**config.mk**
```make
export PLATFORM = sky130hd
export DESIGN_NAME = hazard_stall_ctrl_flat
export DESIGN_NICKNAME = d
export VERILOG_FILES = /design/src/rtl/pipe_pkg.sv /design/src/rtl/hazard_stall_ctrl_if.sv /design/src/rtl/md_busy_cnt.sv /design/src/rtl/hazard_stall_ctrl.sv /design/src/flat_wrapper.sv
export SDC_FILE = /design/constraint.sdc
export NUM_CORES = 1
export LEC_CHECK = 0
export CORE_AREA = 3 3 57 46
export CTS_CLUSTER_DIAMETER = 100
export DETAILED_ROUTE_END_ITERATION = 6
export DIE_AREA = 0 0 60 49
export PLACE_DENSITY = 0.76
export SLEW_MARGIN = 5
export SYNTH_ARGS = -nofsm -noshare
export SYNTH_HDL_FRONTEND = slang
export SYNTH_SLANG_ARGS = --single-unit
```
**constraint.sdc**
```tcl
create_clock -name clk -period 4.6 [get_ports clk]
set_input_delay 1.15 -clock clk [delete_from_list [all_inputs] [get_ports clk]]
set_output_delay 1.15 -clock clk [all_outputs]
set_load 0.05 [all_outputs]
```
**src/rtl/pipe_pkg.sv**
```systemverilog
// Shared pipeline definitions: tnew/tuse encoding, mult/div latency defaults
// and the one-cycle tnew decay used by the M-stage shadow.
package pipe_pkg;

  // Cycles until a value is needed (tuse) or produced (tnew).
  typedef logic [1:0] tnew_t;

  localparam tnew_t TNEW_ALU  = 2'd1;
  localparam tnew_t TNEW_LOAD = 2'd2;
  localparam tnew_t TUSE_NONE = 2'd3;

  localparam int MULT_CYCLES_DEF = 5;
  localparam int DIV_CYCLES_DEF  = 10;
  localparam int CNT_W_DEF       = 4;

  // A producer moving one stage forward is one cycle closer to its result.
  function automatic tnew_t tnew_decay(tnew_t t);
    return (t == 2'd0) ? 2'd0 : t - 2'd1;
  endfunction

endpackage

```
**src/rtl/hazard_stall_ctrl_if.sv**
```systemverilog
// D/E-stage hazard inputs and stall outputs of the stall controller.
// master: pipeline side driving stage info; slave: the controller.
interface hazard_stall_ctrl_if;
  import pipe_pkg::*;

  logic [4:0] rs_D;
  logic [4:0] rt_D;
  tnew_t      tuse_rs_D;
  tnew_t      tuse_rt_D;
  logic       md_use_D;
  logic [4:0] WA_E;
  logic       RegWrite_E;
  tnew_t      tnew_E;
  logic       md_start_E;
  logic       md_is_div_E;
  logic       pc_en;
  logic       d_en;
  logic       flush_E;
  logic       md_busy;
  logic       md_err;

  modport master (
    output rs_D, rt_D, tuse_rs_D, tuse_rt_D, md_use_D,
    output WA_E, RegWrite_E, tnew_E, md_start_E, md_is_div_E,
    input  pc_en, d_en, flush_E, md_busy, md_err
  );

  modport slave (
    input  rs_D, rt_D, tuse_rs_D, tuse_rt_D, md_use_D,
    input  WA_E, RegWrite_E, tnew_E, md_start_E, md_is_div_E,
    output pc_en, d_en, flush_E, md_busy, md_err
  );

endinterface

```
**src/rtl/md_busy_cnt.sv**
```systemverilog
// Mult/div busy countdown. Loads on an issue while idle, counts down to zero,
// and flags (sticky) any issue that arrives while still busy.
module md_busy_cnt
  import pipe_pkg::*;
#(
  parameter int MULT_CYCLES = MULT_CYCLES_DEF,
  parameter int DIV_CYCLES  = DIV_CYCLES_DEF,
  parameter int CNT_W       = CNT_W_DEF
) (
  input  logic clk,
  input  logic reset,
  input  logic md_start,
  input  logic md_is_div,
  output logic md_busy,
  output logic md_err
);

  logic [CNT_W-1:0] busy_cnt_q, busy_cnt_d;
  logic             md_err_q, md_err_d;

  // Reload on an idle issue; otherwise drain toward zero and never wrap.
  always_comb begin
    busy_cnt_d = busy_cnt_q;
    md_err_d   = md_err_q;
    if (md_start && busy_cnt_q == '0) begin
      busy_cnt_d = md_is_div ? CNT_W'(DIV_CYCLES) : CNT_W'(MULT_CYCLES);
    end else begin
      if (md_start) md_err_d = 1'b1;
      if (busy_cnt_q != '0) busy_cnt_d = busy_cnt_q - 1'b1;
    end
  end

  // Counter and error flag registers.
  always_ff @(posedge clk) begin
    if (reset) begin
      busy_cnt_q <= '0;
      md_err_q   <= 1'b0;
    end else begin
      busy_cnt_q <= busy_cnt_d;
      md_err_q   <= md_err_d;
    end
  end

  assign md_busy = (busy_cnt_q != '0);
  assign md_err  = md_err_q;

endmodule

```
**src/rtl/hazard_stall_ctrl.sv**
```systemverilog
// Central stall/flush controller for the 5-stage pipeline.
// Tnew/Tuse data hazard check against E and a private M-stage shadow,
// plus mult/div busy interlock.
// Optional: HAZARD_STALL_STATS_EN adds stall_cnt / md_stall_cnt counters.
module hazard_stall_ctrl
  import pipe_pkg::*;
#(
  parameter int MULT_CYCLES = MULT_CYCLES_DEF,
  parameter int DIV_CYCLES  = DIV_CYCLES_DEF,
  parameter int CNT_W       = CNT_W_DEF
) (
  input  logic                  clk,
  input  logic                  reset,
  hazard_stall_ctrl_if.slave    bus
`ifdef HAZARD_STALL_STATS_EN
  ,
  output logic [31:0]           stall_cnt,
  output logic [31:0]           md_stall_cnt
`endif
);

  // Shadow of the M-stage writer; M never stalls so it just follows E.
  logic [4:0] wa_m_s_q, wa_m_s_d;
  logic       regwrite_m_s_q, regwrite_m_s_d;
  tnew_t      tnew_m_s_q, tnew_m_s_d;

  logic md_busy;
  logic rs_stall, rt_stall, md_stall, stall;

  // Next shadow state: E moves into M with one cycle of tnew elapsed.
  always_comb begin
    wa_m_s_d       = bus.WA_E;
    regwrite_m_s_d = bus.RegWrite_E;
    tnew_m_s_d     = tnew_decay(bus.tnew_E);
  end

  // Shadow M registers.
  always_ff @(posedge clk) begin
    if (reset) begin
      wa_m_s_q       <= '0;
      regwrite_m_s_q <= 1'b0;
      tnew_m_s_q     <= '0;
    end else begin
      wa_m_s_q       <= wa_m_s_d;
      regwrite_m_s_q <= regwrite_m_s_d;
      tnew_m_s_q     <= tnew_m_s_d;
    end
  end

  // Stall when a pending producer's result arrives later than the consumer
  // needs it; $0 is hardwired and never a dependency.
  always_comb begin
    rs_stall = 1'b0;
    rt_stall = 1'b0;
    if (bus.rs_D != 5'd0) begin
      if (bus.RegWrite_E && bus.WA_E == bus.rs_D && bus.tnew_E > bus.tuse_rs_D)
        rs_stall = 1'b1;
      if (regwrite_m_s_q && wa_m_s_q == bus.rs_D && tnew_m_s_q > bus.tuse_rs_D)
        rs_stall = 1'b1;
    end
    if (bus.rt_D != 5'd0) begin
      if (bus.RegWrite_E && bus.WA_E == bus.rt_D && bus.tnew_E > bus.tuse_rt_D)
        rt_stall = 1'b1;
      if (regwrite_m_s_q && wa_m_s_q == bus.rt_D && tnew_m_s_q > bus.tuse_rt_D)
        rt_stall = 1'b1;
    end
    // An issue in E this cycle makes the unit busy before D could use it.
    md_stall = bus.md_use_D && (md_busy || bus.md_start_E);
    stall    = rs_stall | rt_stall | md_stall;
  end

  assign bus.pc_en   = ~stall;
  assign bus.d_en    = ~stall;
  assign bus.flush_E = stall;
  assign bus.md_busy = md_busy;

  md_busy_cnt #(
    .MULT_CYCLES (MULT_CYCLES),
    .DIV_CYCLES  (DIV_CYCLES),
    .CNT_W       (CNT_W)
  ) u_md_busy_cnt (
    .clk       (clk),
    .reset     (reset),
    .md_start  (bus.md_start_E),
    .md_is_div (bus.md_is_div_E),
    .md_busy   (md_busy),
    .md_err    (bus.md_err)
  );

`ifdef HAZARD_STALL_STATS_EN
  logic [31:0] stall_cnt_q, stall_cnt_d;
  logic [31:0] md_stall_cnt_q, md_stall_cnt_d;

  // Free-running event counters; wrap naturally at 32 bits.
  always_comb begin
    stall_cnt_d    = stall_cnt_q + {31'd0, stall};
    md_stall_cnt_d = md_stall_cnt_q + {31'd0, md_stall};
  end

  // Counter registers.
  always_ff @(posedge clk) begin
    if (reset) begin
      stall_cnt_q    <= '0;
      md_stall_cnt_q <= '0;
    end else begin
      stall_cnt_q    <= stall_cnt_d;
      md_stall_cnt_q <= md_stall_cnt_d;
    end
  end

  assign stall_cnt    = stall_cnt_q;
  assign md_stall_cnt = md_stall_cnt_q;
`endif

endmodule

```
**src/flat_wrapper.sv**
```systemverilog
// flat-port wrapper written by rule: the top's interface ports become plain ports
module hazard_stall_ctrl_flat import pipe_pkg::*;
#(
  parameter int MULT_CYCLES = MULT_CYCLES_DEF,
  parameter int DIV_CYCLES  = DIV_CYCLES_DEF,
  parameter int CNT_W       = CNT_W_DEF
)
  (clk, reset, bus_rs_D, bus_rt_D, bus_tuse_rs_D, bus_tuse_rt_D, bus_md_use_D, bus_WA_E, bus_RegWrite_E, bus_tnew_E, bus_md_start_E, bus_md_is_div_E, bus_pc_en, bus_d_en, bus_flush_E, bus_md_busy, bus_md_err);
  hazard_stall_ctrl_if bus_i ();
  input  logic clk;
  input  logic reset;
  input wire logic [$bits(bus_i.rs_D)-1:0] bus_rs_D;
  input wire logic [$bits(bus_i.rt_D)-1:0] bus_rt_D;
  input wire logic [$bits(bus_i.tuse_rs_D)-1:0] bus_tuse_rs_D;
  input wire logic [$bits(bus_i.tuse_rt_D)-1:0] bus_tuse_rt_D;
  input wire logic [$bits(bus_i.md_use_D)-1:0] bus_md_use_D;
  input wire logic [$bits(bus_i.WA_E)-1:0] bus_WA_E;
  input wire logic [$bits(bus_i.RegWrite_E)-1:0] bus_RegWrite_E;
  input wire logic [$bits(bus_i.tnew_E)-1:0] bus_tnew_E;
  input wire logic [$bits(bus_i.md_start_E)-1:0] bus_md_start_E;
  input wire logic [$bits(bus_i.md_is_div_E)-1:0] bus_md_is_div_E;
  output wire logic [$bits(bus_i.pc_en)-1:0] bus_pc_en;
  output wire logic [$bits(bus_i.d_en)-1:0] bus_d_en;
  output wire logic [$bits(bus_i.flush_E)-1:0] bus_flush_E;
  output wire logic [$bits(bus_i.md_busy)-1:0] bus_md_busy;
  output wire logic [$bits(bus_i.md_err)-1:0] bus_md_err;
  assign bus_i.rs_D = bus_rs_D;
  assign bus_i.rt_D = bus_rt_D;
  assign bus_i.tuse_rs_D = bus_tuse_rs_D;
  assign bus_i.tuse_rt_D = bus_tuse_rt_D;
  assign bus_i.md_use_D = bus_md_use_D;
  assign bus_i.WA_E = bus_WA_E;
  assign bus_i.RegWrite_E = bus_RegWrite_E;
  assign bus_i.tnew_E = bus_tnew_E;
  assign bus_i.md_start_E = bus_md_start_E;
  assign bus_i.md_is_div_E = bus_md_is_div_E;
  assign bus_pc_en = bus_i.pc_en;
  assign bus_d_en = bus_i.d_en;
  assign bus_flush_E = bus_i.flush_E;
  assign bus_md_busy = bus_i.md_busy;
  assign bus_md_err = bus_i.md_err;
  hazard_stall_ctrl #(.MULT_CYCLES(MULT_CYCLES), .DIV_CYCLES(DIV_CYCLES), .CNT_W(CNT_W)) u_core (.clk(clk), .reset(reset), .bus(bus_i));
endmodule
```
After elaboration in Yosys (flattened, before gate mapping). Cells that the tools add are included.

Flip-flop bits (word level): 13.

Add/subtract/negate cells: 2. $lt $le $gt $ge: 4. Eq/ne operators: 4. Multiplexer cells: 9. Bitwise logic cells: 4. Reduce and logical (&&, ||, !) cells: 19.

Operators with widths (count): equality test 5 bit (4); 2-to-1 mux 4 bit (3); logical AND 1 bit (10); nonzero test 5 bit (2); greater-than comparator 2 bit (4); 2-to-1 mux 1 bit (6); logical NOT 4 bit (1); nonzero test 4 bit (1); subtractor 4 x 1 -> 4 bit (second input constant) (1); logical NOT 2 bit (1); inverter 1 bit (2); bitwise OR 1 bit (2); AND reduction 2 bit (1); nonzero test 2 bit (1); OR reduction 2 bit (1); subtractor 2 x 1 -> 2 bit (second input constant) (1); logical OR 1 bit (1).

Depth between registers and ports, before layout. Gate-level depths: netlist of the first run.

Word-level depth: 9. Depth in mapped cells: 8. Depth with buffers taken out: 7.

Hierarchy. Synthesis of the first run repeated with hierarchy kept, for this count alone.

Cells, all modules: 109. Area total of the unflattened synthesis: 949.7 µm².

By module, submodules not included: hazard_stall_ctrl (instances 1, cells each 80, area an instance 680.7 µm², sequential area each 160.2 µm²); md_busy_cnt (instances 1, cells each 29, area an instance 269.0 µm², sequential area each 100.1 µm²).

Worst setup path after synthesis of the first run. No wires, ideal clock.

Kind: input to output. Start: input bus_tuse_rt_D[1]. End: output bus_pc_en. Arrival time: 2739 ps. Required time: 3450 ps. Slack: 711 ps. Stages: 8. Path through: inv_1 ha_1 a21boi_0 nand4_1 nor4_1 o22ai_1 and3_1 buf_4.

Cells in the longest elaborated chain, start to end: 8.

RTL lines: start, declared (RTL line flat_wrapper.sv:15) `input wire logic [$bits(bus_i.tuse_rt_D)-1:0] bus_tuse_rt_D;`; greater-than comparator 2 bit (RTL line hazard_stall_ctrl.sv:62) `if (bus.RegWrite_E && bus.WA_E == bus.rt_D && bus.tnew_E > bus.tuse_rt_D)`; logical AND 1 bit (RTL line hazard_stall_ctrl.sv:62); 2-to-1 mux 1 bit (RTL line hazard_stall_ctrl.sv:62); 2-to-1 mux 1 bit (*) (RTL line hazard_stall_ctrl.sv:64) `if (regwrite_m_s_q && wa_m_s_q == bus.rt_D && tnew_m_s_q > bus.tuse_rt_D)`; 2-to-1 mux 1 bit (*) (RTL line hazard_stall_ctrl.sv:61) `if (bus.rt_D != 5'd0) begin`; bitwise OR 1 bit (*) (2 in a row) (RTL line hazard_stall_ctrl.sv:69) `stall = rs_stall | rt_stall | md_stall;`; inverter 1 bit (*); end, declared (RTL line flat_wrapper.sv:22) `output wire logic [$bits(bus_i.pc_en)-1:0] bus_pc_en;`.

Every way passes the cells marked *; elsewhere a longest branch is shown, timed or not.

Worst setup path after layout of the first run.
Start: input bus_tuse_rt_D[1]. End: output bus_d_en.

Cells in the longest elaborated chain, start to end: 8.

RTL lines: greater-than comparator 2 bit (RTL line hazard_stall_ctrl.sv:62); logical AND 1 bit (RTL line hazard_stall_ctrl.sv:62); 2-to-1 mux 1 bit (RTL line hazard_stall_ctrl.sv:62); 2-to-1 mux 1 bit (*) (RTL line hazard_stall_ctrl.sv:64); 2-to-1 mux 1 bit (*) (RTL line hazard_stall_ctrl.sv:61); bitwise OR 1 bit (*) (2 in a row) (RTL line hazard_stall_ctrl.sv:69); inverter 1 bit (*) (RTL line hazard_stall_ctrl.sv:73) `assign bus.d_en = ~stall;`; end, declared (RTL line flat_wrapper.sv:23) `output wire logic [$bits(bus_i.d_en)-1:0] bus_d_en;`.

Marks and branches as above.

==> implementation parameters, run 1 <==
Parameter                              Value

Power
  Power density over the cells ... 370 mW/mm^2
  Pleak ... 0.527 nW
  Largest voltage drop on the vdd net ... 0.000348 V

Run status
  Status ... completed

Global routing
  Grt met3 use ... 6.08%
  Number of antenna violations at the first check in global routing ... 0
  Met1 GRT Util ... 21.1%
  GRT busiest layer ... met2
  Met2 Resource Use GR ... 26.3%
  First-pass GRT wire length ... 3780 um
  Global routing usage summed across all routing layers ... 17.5%
  Residual overflow from global routing ... 0
  Largest net degree at the start of global routing ... 14
  Via count of the first global-routing pass ... 858

Yosys
  Avg Synthesized Cell Area ... 8.32 sq um
  Synthesized instance count ... 111
  Cell area after technology mapping ... 923 sq um
  Share of synthesized flip-flops with an asynchronous set or reset ... 0%
  Largest cells by area after synthesis ... sky130_fd_sc_hd__dfxtp_1 (28%), sky130_fd_sc_hd__ha_1 (15%), sky130_fd_sc_hd__xnor2_1 (14%), sky130_fd_sc_hd__xor2_1 (5.7%), sky130_fd_sc_hd__inv_1 (4.9%)
  Area share of the largest cell type after synthesis ... 28.2%
  Post-synthesis sequential area ratio ... 28.2%
  Ys Warns ... 0
  Unique masters post-synth ... 23
  Yosys reg bits ... 13
  Main flop type after synthesis ... sky130_fd_sc_hd__dfxtp_1
  Library cell occupying the most area in the post-synthesis netlist ... sky130_fd_sc_hd__dfxtp_1
  Syn_nets ... 149
  Number of enable flip-flop cells after synthesis ... 0

Route
  Number of iterations in the first detailed-routing pass ... 3
  DRC violation count after routing ... 0
  Starting DRT DRC Count ... 7
  Detail-routed via count per cell ... 5.15
  Number of nets with antenna violations after routing ... 0
  Routed length per placed instance ... 13.5 um
  Overall via count from detail_route ... 865
  Total wirelength of the detailed-routed design ... 2260 um

Timing
  Worst-Margin Slew ... 0.526 ns
  Slew Limit Headroom ... 64.8%
  Total count of max-transition violations in the final report ... 0
  Hold Violations, Final ... 0
  Hold slack ... 0.486 ns
  Ratio of final minimum period to clock period ... 94.0%
  Maximum clock frequency ... 231 MHz
  Skew final ... 0.00302 ns
  Final setup TNS ... 0 ns
  # setup viols final ... 0
  Unrepaired setup endpoints after global routing ... false
  Minimum period implied by the final worst setup slack ... 4.32 ns

Clock tree
  Resized cells post-CTS ... 0
  Clock buffer count from CTS ... 3
  Clk buf depth ... 2
  Clock tree from TritonCTS ... built
  Hold_buf cts ... 0
  Post-CTS Setup Bufs ... 0
  Clock insertion delay at the later pin of the skew report ... 0.29 ns
  Clock sink count ... 13
  Clock Tree Root ... sky130_fd_sc_hd__clkbuf_4
  H-tree levels ... 1
  Clock Pin Slew Worst Setup and Hold Paths ... 0.08 ns

Setup path
  Slowest-stage cell, CP ... sky130_fd_sc_hd__clkdlybuf4s50_1
  Endpoint arrival time on the critical path ... 3.17 ns
  Worst Path Required ... 3.45 ns
  Cell-by-cell trace of the critical path ... clkdlybuf4s50_1, inv_1, ha_1, a21boi_0, nand4_1, nor4_1, o22ai_1, and3_1, buf_4
  Largest stage delay, worst path ... 0.46 ns
  Maximum fanout count along the critical path ... 2
  Type of element launching the critical path ... primary input
  Endpoint class of the critical path ... output pin
  Kind of critical path ... primary input to output pin

Floorplanning
  Die boundary height ... 49 um
  Horizontal die dimension ... 60 um
  Cell row count ... 14
  Number of I/O pins ... 32
  Die area ... 0.00294 sq mm
  Placeable core region ... 0.00203 sq mm
  Effective utilization at floorplan ... 45.4%

Final layout
  Area growth, synth to finish ... 39.2%
  Post-layout util ... 63.2%
  Ant. Diodes ... 0
  Final #Nets ... 183
  Share of post-route cells with drive strength above 1 ... 5.56%

Placement
  DPL Wire Length ... 1890 um
  Number of buffers inserted by port buffering ... 31
  Last weighted congestion value of the routability-driven placer ... 0.820

Flow run
  Max capacitance violation total ... 0

Min path
  Classification of the worst-slack hold path ... flip-flop to flip-flop
==> cell type report <==
| class | instances | area (sq um) |
|---|---|---|
| clock buffers | 3 | 22.5 |
| clock inverters | 1 | 5.00 |
| fillers | 190 | 747 |
| inverters | 12 | 45.0 |
| multi-input cells | 84 | 607 |
| flip-flops and latches | 13 | 260 |
| well taps | 24 | 30.0 |
| repair buffers | 31 | 315 |
==> registers in the layout, indices dropped and copies added (netlist names) <==
register and count:
u_core.regwrite_m_s_q 1, u_core.u_md_busy_cnt.md_err 1, u_core.u_md_busy_cnt.busy_cnt_q 4, u_core.tnew_m_s_q 2, u_core.wa_m_s_q 5
==> layer usage <==
layer | part of all wire [%] | wire length, um | up-vias
met5 | 0 | 0 | -
met4 | 1.9 | 42 | 0
met3 | 4.7 | 107 | 5
met2 | 47 | 1070 | 18
met1 | 46 | 1040 | 397
li1 | - | - | 445
==> Yosys cell counts (4+ instances only) <==
cell and number:
sky130_fd_sc_hd__xnor2_1 15, sky130_fd_sc_hd__dfxtp_1 13, sky130_fd_sc_hd__inv_1 12, sky130_fd_sc_hd__ha_1 11
sky130_fd_sc_hd__a21oi_1 8, sky130_fd_sc_hd__nor2b_1 7, sky130_fd_sc_hd__nand2_1 6, sky130_fd_sc_hd__xor2_1 6
sky130_fd_sc_hd__nand3_1 5, sky130_fd_sc_hd__nor4_1 4
==> critical path, delay by kind of cell <==
family | cells | cell delay [ns]
buf+inv | 3 | 0.71
simple gates | 3 | 0.63
compound gates | 2 | 0.40
fa+ha+maj | 1 | 0.29
==> power by group <==
group          switching [mW]  internal, mW  total [mW]
combinational           0.144         0.108       0.252
sequential             0.0149         0.135       0.150
clock                  0.0407        0.0324      0.0731
==> placed cells by master, fill, tap and decap left out, types with 5 or more instances in the layout <==
cell,count
sky130_fd_sc_hd__xnor2_1,15
sky130_fd_sc_hd__nor2b_1,7
sky130_fd_sc_hd__inv_1,12
sky130_fd_sc_hd__nand2_1,6
sky130_fd_sc_hd__xor2_1,6
sky130_fd_sc_hd__ha_1,11
sky130_fd_sc_hd__clkdlybuf4s50_1,28
sky130_fd_sc_hd__nand3_1,5
sky130_fd_sc_hd__a21oi_1,8
sky130_fd_sc_hd__dfxtp_1,13
==> path summary, 6_finish.rpt <==
| check | startpoint | to | slack [ns] | depth (start not counted) |
|---|---|---|---|---|
| hold / removal | u_core.u_md_busy_cnt.md_err | u_core.u_md_busy_cnt.md_err | 0.49 | 2 |
| hold reg to reg | u_core.u_md_busy_cnt.md_err | u_core.u_md_busy_cnt.md_err | 0.49 | 2 |
| setup reg to reg | u_core.u_md_busy_cnt.busy_cnt_q[0] | u_core.u_md_busy_cnt.busy_cnt_q[0] | 3.23 | 6 |
| setup / recovery | bus_tuse_rt_D[1] | bus_d_en | 0.28 | 9 |
==> cells by family after synthesis <==
logic type / synth area share (%)
xor gates and xnor gates: 19.9
DFF: 28.2
AOI/OAI and AO/OA: 10.4
adders and majority gates: 14.9
buffers and inverters: 6.10
and+or+nand+nor: 20.5
==> per-stage QoR <==
step           std cells  power (mW)  cell area, sq um  setup WS, ns
3_5_place_dp         164       0.405              1260         0.286
5_1_grt              168       0.510              1280         0.162
3_3_place_gp         164       0.397              1260         0.393
2_1_floorplan        111       0.317               923         0.711
6_report             168       0.475              1280         0.276
4_1_cts              168       0.480              1280         0.275
Note: power is estimated with default switching activity, not from simulation.
==> inputs of run 2 (changes only) <==
==> constraint.sdc (replaced) <==
create_clock -name clk -period 4.1 [get_ports clk]
set_input_delay 1.025 -clock clk [delete_from_list [all_inputs] [get_ports clk]]
set_output_delay 1.025 -clock clk [all_outputs]
set_load 0.05 [all_outputs]
==> run 2 against run 1 <==
Effect of this change:
- sequential power rose by 12%
- largest cell class unchanged
- global-route usage is the same
- hold slack about the same
- highest routed layer unchanged
==> implementation parameters, run 2 (synthesized netlist as in run 1, its figures left out) <==
Parameter                              Value

Route
  Number of nets with antenna violations after routing ... 0 (unchanged)
  Routed length per placed instance ... 13.5 um (about the same)
  DRC violation count after routing ... 0 (unchanged)
  Number of iterations in the first detailed-routing pass ... 4 (+1)
  Detail-routed via count per cell ... 5.17 (+0.46%)
  Starting DRT DRC Count ... 9 (+2)
  Total wirelength of the detailed-routed design ... 2270 um (about the same)
  Overall via count from detail_route ... 869 (+0.46%)

Global routing
  Largest net degree at the start of global routing ... 14 (unchanged)
  First-pass GRT wire length ... 3780 um (unchanged)
  Number of antenna violations at the first check in global routing ... 0 (unchanged)
  Residual overflow from global routing ... 0 (unchanged)
  Via count of the first global-routing pass ... 858 (unchanged)
  Global routing usage summed across all routing layers ... 17.5% (unchanged)

Final layout
  Register with the most flip-flops ... u_core.wa_m_s_q
  Highest-count cells in the layout ignoring fill and taps ... sky130_fd_sc_hd__clkdlybuf4s50_1 (28), sky130_fd_sc_hd__xnor2_1 (15), sky130_fd_sc_hd__dfxtp_1 (13), sky130_fd_sc_hd__inv_1 (12), sky130_fd_sc_hd__ha_1 (11)
  Largest registers ranked by flip-flop count ... u_core.wa_m_s_q (5), u_core.u_md_busy_cnt.busy_cnt_q (4), u_core.tnew_m_s_q (2)
  Number of flip-flops under the largest register name ... 5 (unchanged)
  Layout Cells excl Fill ... 168 (unchanged)
  Area growth, synth to finish ... 40.2%
  Final #Nets ... 183 (unchanged)
  Most common cell after layout, fill and taps aside ... sky130_fd_sc_hd__clkdlybuf4s50_1
  Ant. Diodes ... 0 (unchanged)
  Share of post-route cells with drive strength above 1 ... 6.94% (+1.4 points)

Setup path
  Worst Path Required ... 3.07 ns (-0.38 ns)
  Slowest-stage cell, CP ... sky130_fd_sc_hd__clkdlybuf4s50_1
  Type of element launching the critical path ... primary input
  Kind of critical path ... primary input to output pin
  Cell-by-cell trace of the critical path ... clkdlybuf4s50_1, inv_1, ha_1, a21boi_2, nand4_1, nor4_2, o22ai_1, and3_1, buf_4
  Largest stage delay, worst path ... 0.46 ns (about the same)
  Endpoint arrival time on the critical path ... 2.95 ns (-0.22 ns)
  Maximum fanout count along the critical path ... 2 (unchanged)
  Endpoint class of the critical path ... output pin

Timing
  Unrepaired setup endpoints after global routing ... false
  Minimum period implied by the final worst setup slack ... 3.98 ns
  # setup viols final ... 0 (unchanged)
  Slew Limit Headroom ... 64.5% (-0.32 points)
  Total count of max-transition violations in the final report ... 0 (unchanged)
  Hold Violations, Final ... 0 (unchanged)
  Worst-Margin Slew ... 0.531 ns (+0.00482 ns)
  Ratio of final minimum period to clock period ... 97.0%
  Final setup TNS ... 0 ns (unchanged)
  Skew final ... 0.00280 ns (-0.000226 ns)
  Maximum clock frequency ... 251 MHz

Power
  Power density over the cells ... 413 mW/mm^2 (+12%)
  Pleak ... 0.528 nW (+0.24%)
  Largest voltage drop on the vdd net ... 0.000390 V (+12%)
  Sum of internal, switching and leakage power ... 535 uW (+13%)

Clock tree
  Post-CTS Setup Bufs ... 0 (unchanged)
  Clock buffer count from CTS ... 3 (unchanged)
  Clock insertion delay at the later pin of the skew report ... 0.29 ns (about the same)
  Clock tree from TritonCTS ... built
  Hold_buf cts ... 0 (unchanged)
  Clock Pin Slew Worst Setup and Hold Paths ... 0.08 ns (about the same)
  Clk buf depth ... 2 (unchanged)
  Resized cells post-CTS ... 0 (unchanged)
  H-tree levels ... 1 (unchanged)
  Clock sink count ... 13 (unchanged)
  Clock Tree Root ... sky130_fd_sc_hd__clkbuf_4

Floorplanning
  Horizontal die dimension ... 60 um (unchanged)
  Cell row count ... 14 (unchanged)
  Number of I/O pins ... 32 (unchanged)
  Effective utilization at floorplan ... 45.4% (unchanged)
  Placeable core region ... 0.00203 sq mm (unchanged)
  Die area ... 0.00294 sq mm (unchanged)
  Die boundary height ... 49 um (unchanged)

Placement
  Cell Count Post-Placement ... 164 (unchanged)
  DPL Wire Length ... 1890 um (unchanged)
  Number of buffers inserted by port buffering ... 31 (unchanged)
  Last weighted congestion value of the routability-driven placer ... 0.820 (about the same)

Run status
  Status ... completed

Min path
  Classification of the worst-slack hold path ... flip-flop to flip-flop

Flow run
  Max capacitance violation total ... 0 (unchanged)
==> run 2: final cells by class <==
type                            instances  area (sq um)
Fill cell                             187           737
Multi-Input combinational cell         84           617
Timing Repair Buffer                   31           315
Sequential cell                        13           260
Inverter                               12          45.0
Tap cell                               24          30.0
Clock buffer                            3          22.5
Clock inverter                          1          5.00
==> run 2: critical path, delay by kind of cell <==
kind | cells | cell delay (ns)
buffers and inverters | 3 | 0.71
and+or+nand+nor | 3 | 0.61
adders and majority gates | 1 | 0.31
AOI/OAI and AO/OA | 2 | 0.30
==> run 2: per-layer routing <==
metal  vias to the layer above  GRT usage, %  part of all wire (%)
met5                         -             0                     0
li1                        445             -                     -
met2                        18          26.3                    47
met1                       401          21.1                    46
met3                         5          6.08                   4.7
met4                         0          9.96                   1.9
==> run 2: metrics by stage <==
stage               worst slack, ns  utilization, %  hold slack, ns  cell area, sq um
finish                        0.122            63.7           0.486              1290
global route                 0.0102            63.7           0.516              1290
CTS                          0.0255            63.2           0.495              1280
detailed placement           0.0356            61.9           0.463              1260
global placement              0.143            61.9           0.459              1260
floorplan                     0.461               -           0.525               923
==> run 2: power by group <==
group / leakage [nW] / total [mW] / switching (mW) / internal, mW
combinational: 0.402 / 0.285 / 0.163 / 0.122
clock: 0.0177 / 0.0821 / 0.0458 / 0.0363
sequential: 0.108 / 0.168 / 0.0166 / 0.151
==> run 2: worst paths after layout <==
check,from,endpoint,slack (ns),cells past startpoint
setup / recovery,bus_tuse_rt_D[1],bus_d_en,0.12,9
hold / removal,u_core.u_md_busy_cnt.md_err,u_core.u_md_busy_cnt.md_err,0.49,2
setup reg to reg,u_core.u_md_busy_cnt.busy_cnt_q[0],u_core.u_md_busy_cnt.busy_cnt_q[0],2.73,6
hold reg to reg,u_core.u_md_busy_cnt.md_err,u_core.u_md_busy_cnt.md_err,0.49,2
==> inputs of run 3 (changes only) <==
--- a/config.mk
+++ b/config.mk
@@ -5,10 +5,10 @@
 export SDC_FILE = /design/constraint.sdc
 export NUM_CORES = 1
 export LEC_CHECK = 0
-export CORE_AREA = 3 3 57 46
+export CORE_AREA = 2 2 56 45
 export CTS_CLUSTER_DIAMETER = 100
 export DETAILED_ROUTE_END_ITERATION = 6
-export DIE_AREA = 0 0 60 49
+export DIE_AREA = 0 0 58 47
 export PLACE_DENSITY = 0.76
 export SLEW_MARGIN = 5
 export SYNTH_ARGS = -nofsm -noshare
==> run 3 against run 2 <==
Effect of this change:
- final cell count rose by 0.60%
- critical path depth did not move
- worst setup slack improved by 0.12 ns
- non-clock buffer count did not move
- flip-flop and latch count did not move
- sequential share of layout area fell by 0.058 points
- die area fell by 7.3%
- utilization fell by 4.1 points
- cell area rose by 0.29%
- wire length fell by 1.2%
- register-to-register slack improved by 0.02 ns
- critical endpoint is now bus_pc_en
==> implementation parameters, run 3 (synthesized netlist as in run 1, its figures left out) <==
Parameter                              Value

Setup path
  Endpoint arrival time on the critical path ... 2.83 ns (-0.12 ns)
  Cell-by-cell trace of the critical path ... clkdlybuf4s50_1, inv_1, ha_1, a21boi_0, nand4_1, nor4_2, o22ai_1, and3_1, buf_4
  Endpoint class of the critical path ... output pin
  Bufs and invs on worst path ... 3 (unchanged)
  Dominant delay contributor by cell family on the critical path ... buffers and inverters
  Worst reg2reg setup slack ... 2.75 ns (+0.02 ns)
  Kind of critical path ... primary input to output pin
  Largest stage delay, worst path ... 0.45 ns (about the same)
  Maximum fanout count along the critical path ... 2 (unchanged)
  Capturing point of the worst reg2reg path ... u_core.u_md_busy_cnt.busy_cnt_q[0]
  Worst Path Required ... 3.07 ns (about the same)
  Setup crit start ... bus_tuse_rt_D[1]
  Slowest-stage cell, CP ... sky130_fd_sc_hd__clkdlybuf4s50_1
  Type of element launching the critical path ... primary input
  CP endpoint ... bus_pc_en
  Path length in cells of the critical path ... 9 (unchanged)
  Launch point of the worst reg-to-reg path ... u_core.u_md_busy_cnt.busy_cnt_q[0]
  Depth of the most critical reg-to-reg path ... 6 (unchanged)

Final layout
  Most common cell after layout, fill and taps aside ... sky130_fd_sc_hd__clkdlybuf4s50_1
  Fill count ... 216 (+16%)
  Area growth, synth to finish ... 40.7%
  Register with the most flip-flops ... u_core.wa_m_s_q
  Number of flip-flops under the largest register name ... 5 (unchanged)
  Final #Nets ... 183 (unchanged)
  Largest registers ranked by flip-flop count ... u_core.wa_m_s_q (5), u_core.u_md_busy_cnt.busy_cnt_q (4), u_core.tnew_m_s_q (2)
  Share of post-route cells with drive strength above 1 ... 6.94% (unchanged)
  Ant. Diodes ... 0 (unchanged)
  Highest-count cells in the layout ignoring fill and taps ... sky130_fd_sc_hd__clkdlybuf4s50_1 (28), sky130_fd_sc_hd__xnor2_1 (15), sky130_fd_sc_hd__dfxtp_1 (13), sky130_fd_sc_hd__inv_1 (12), sky130_fd_sc_hd__ha_1 (11)

Floorplanning
  Die area ... 0.00273 sq mm (-7.3%)
  Die boundary height ... 47 um (-4.1%)
  Placeable core region ... 0.00218 sq mm (+7.1%)
  Cell row count ... 15 (+1)
  Effective utilization at floorplan ... 42.4% (-3.0 points)
  Number of I/O pins ... 32 (unchanged)
  Horizontal die dimension ... 58 um (-3.3%)

Placement
  DPL Wire Length ... 1880 um (-0.41%)
  Last weighted congestion value of the routability-driven placer ... 0.908 (+11%)
  Number of buffers inserted by port buffering ... 31 (unchanged)

Global routing
  Via count of the first global-routing pass ... 783 (-8.7%)
  Met2 Resource Use GR ... 28.6% (+2.4 points)
  Number of antenna violations at the first check in global routing ... 0 (unchanged)
  First-pass GRT wire length ... 3480 um (-8.0%)
  Largest net degree at the start of global routing ... 14 (unchanged)
  Global routing usage summed across all routing layers ... 17.6% (+0.089 points)
  Residual overflow from global routing ... 0 (unchanged)
  Grt met3 use ... 6.34% (+0.25 points)
  GRT busiest layer ... met2
  Met1 GRT Util ... 22.3% (+1.2 points)

Timing
  Skew final ... 0.000314 ns (-0.00248 ns)
  Maximum clock frequency ... 259 MHz (+3.1%)
  # setup viols final ... 0 (unchanged)
  Final setup TNS ... 0 ns (unchanged)
  Slew Limit Headroom ... 66.2% (+1.7 points)
  Total count of max-transition violations in the final report ... 0 (unchanged)
  Worst-Margin Slew ... 0.506 ns (-0.0251 ns)
  Ratio of final minimum period to clock period ... 94.1% (-3.0 points)
  Hold Violations, Final ... 0 (unchanged)
  Hold slack ... 0.480 ns (-0.00580 ns)
  Minimum period implied by the final worst setup slack ... 3.86 ns (-0.121 ns)
  Unrepaired setup endpoints after global routing ... false

Route
  Total wirelength of the detailed-routed design ... 2240 um (-1.2%)
  Number of nets with antenna violations after routing ... 0 (unchanged)
  DRC violation count after routing ... 0 (unchanged)
  Detail-routed via count per cell ... 5.07 (-2.1%)
  Number of iterations in the first detailed-routing pass ... 3 (-1)
  Routed length per placed instance ... 13.2 um (-1.8%)
  Starting DRT DRC Count ... 13 (+4)
  Overall via count from detail_route ... 856 (-1.5%)

Run status
  Status ... completed

Min path
  Classification of the worst-slack hold path ... flip-flop to flip-flop

Clock tree
  Clock sink count ... 13 (unchanged)
  Clock tree from TritonCTS ... built
  Post-CTS Setup Bufs ... 0 (unchanged)
  H-tree levels ... 1 (unchanged)
  Clock buffer count from CTS ... 3 (unchanged)
  Clock insertion delay at the later pin of the skew report ... 0.28 ns (about the same)
  Clk buf depth ... 2 (unchanged)
  Clock Pin Slew Worst Setup and Hold Paths ... 0.08 ns (about the same)
  Clock Tree Root ... sky130_fd_sc_hd__clkbuf_4

Power
  Power density over the cells ... 408 mW/mm^2 (-1.2%)
  Largest voltage drop on the vdd net ... 0.000434 V (+11%)
  Pleak ... 0.528 nW (about the same)

Flow run
  Max capacitance violation total ... 0 (unchanged)
run 3: final cells by class:
| cell class | instances | area [sq um] | share of cell area (%) |
|---|---|---|---|
| clock inverter | 1 | 5.00 | 0.385 |
| sequential | 13 | 260 | 20.0 |
| timing repair buffer | 31 | 315 | 24.3 |
| clock buffer | 3 | 22.5 | 1.73 |
| multi-input combinational | 84 | 619 | 47.7 |
| inverter | 12 | 45.0 | 3.47 |
| tap | 25 | 31.3 | 2.41 |
run 3: power breakdown:
part / internal, mW / switching (mW) / leakage [nW]
combinational: 0.121 / 0.160 / 0.402
sequential: 0.151 / 0.0174 / 0.108
clock: 0.0362 / 0.0450 / 0.0177
run 3: worst min-delay path by stage:
stage                                            start                                  to  slack [ns]  cells after the start
global route               u_core.u_md_busy_cnt.md_err         u_core.u_md_busy_cnt.md_err        0.56                      2
floorplan           u_core.u_md_busy_cnt.busy_cnt_q[3]  u_core.u_md_busy_cnt.busy_cnt_q[3]        0.52                      2
finish                     u_core.u_md_busy_cnt.md_err         u_core.u_md_busy_cnt.md_err        0.48                      2
CTS                        u_core.u_md_busy_cnt.md_err         u_core.u_md_busy_cnt.md_err        0.49                      2
detailed placement         u_core.u_md_busy_cnt.md_err         u_core.u_md_busy_cnt.md_err        0.47                      2
global placement           u_core.u_md_busy_cnt.md_err         u_core.u_md_busy_cnt.md_err        0.46                      2
run 3: repair_timing:
action	in CTS	in global routing
endpoints found under the setup margin	0	2
hold buffers	0	0
gates resized for setup	0	3
run 3: through the flow:
step / instances / cell area, sq um / setup WS (ns) / util [%] / power [mW]
6_report: 169 / 1300 / 0.243 / 59.7 / 0.530
5_1_grt: 169 / 1300 / 0.0759 / 59.7 / 0.565
4_1_cts: 169 / 1290 / 0.0979 / 59.1 / 0.532
3_5_place_dp: 165 / 1260 / 0.121 / 57.8 / 0.449
3_3_place_gp: 165 / 1260 / 0.154 / 57.8 / 0.443
2_1_floorplan: 111 / 923 / 0.461 / - / 0.356
run 3: tightest hold or removal path, cell delays in order, from the launching register on:
cell and delay (ns):
sky130_fd_sc_hd__dfxtp_1 0.34, sky130_fd_sc_hd__a21oi_1 0.04, sky130_fd_sc_hd__nor2_1 0.07
run 3: layer usage:
layer / routed length [um] / part of all wire [%]
met1: 1020 / 45
met2: 1060 / 47
met3: 133 / 5.9
met4: 30 / 1.3
met5: 0 / 0
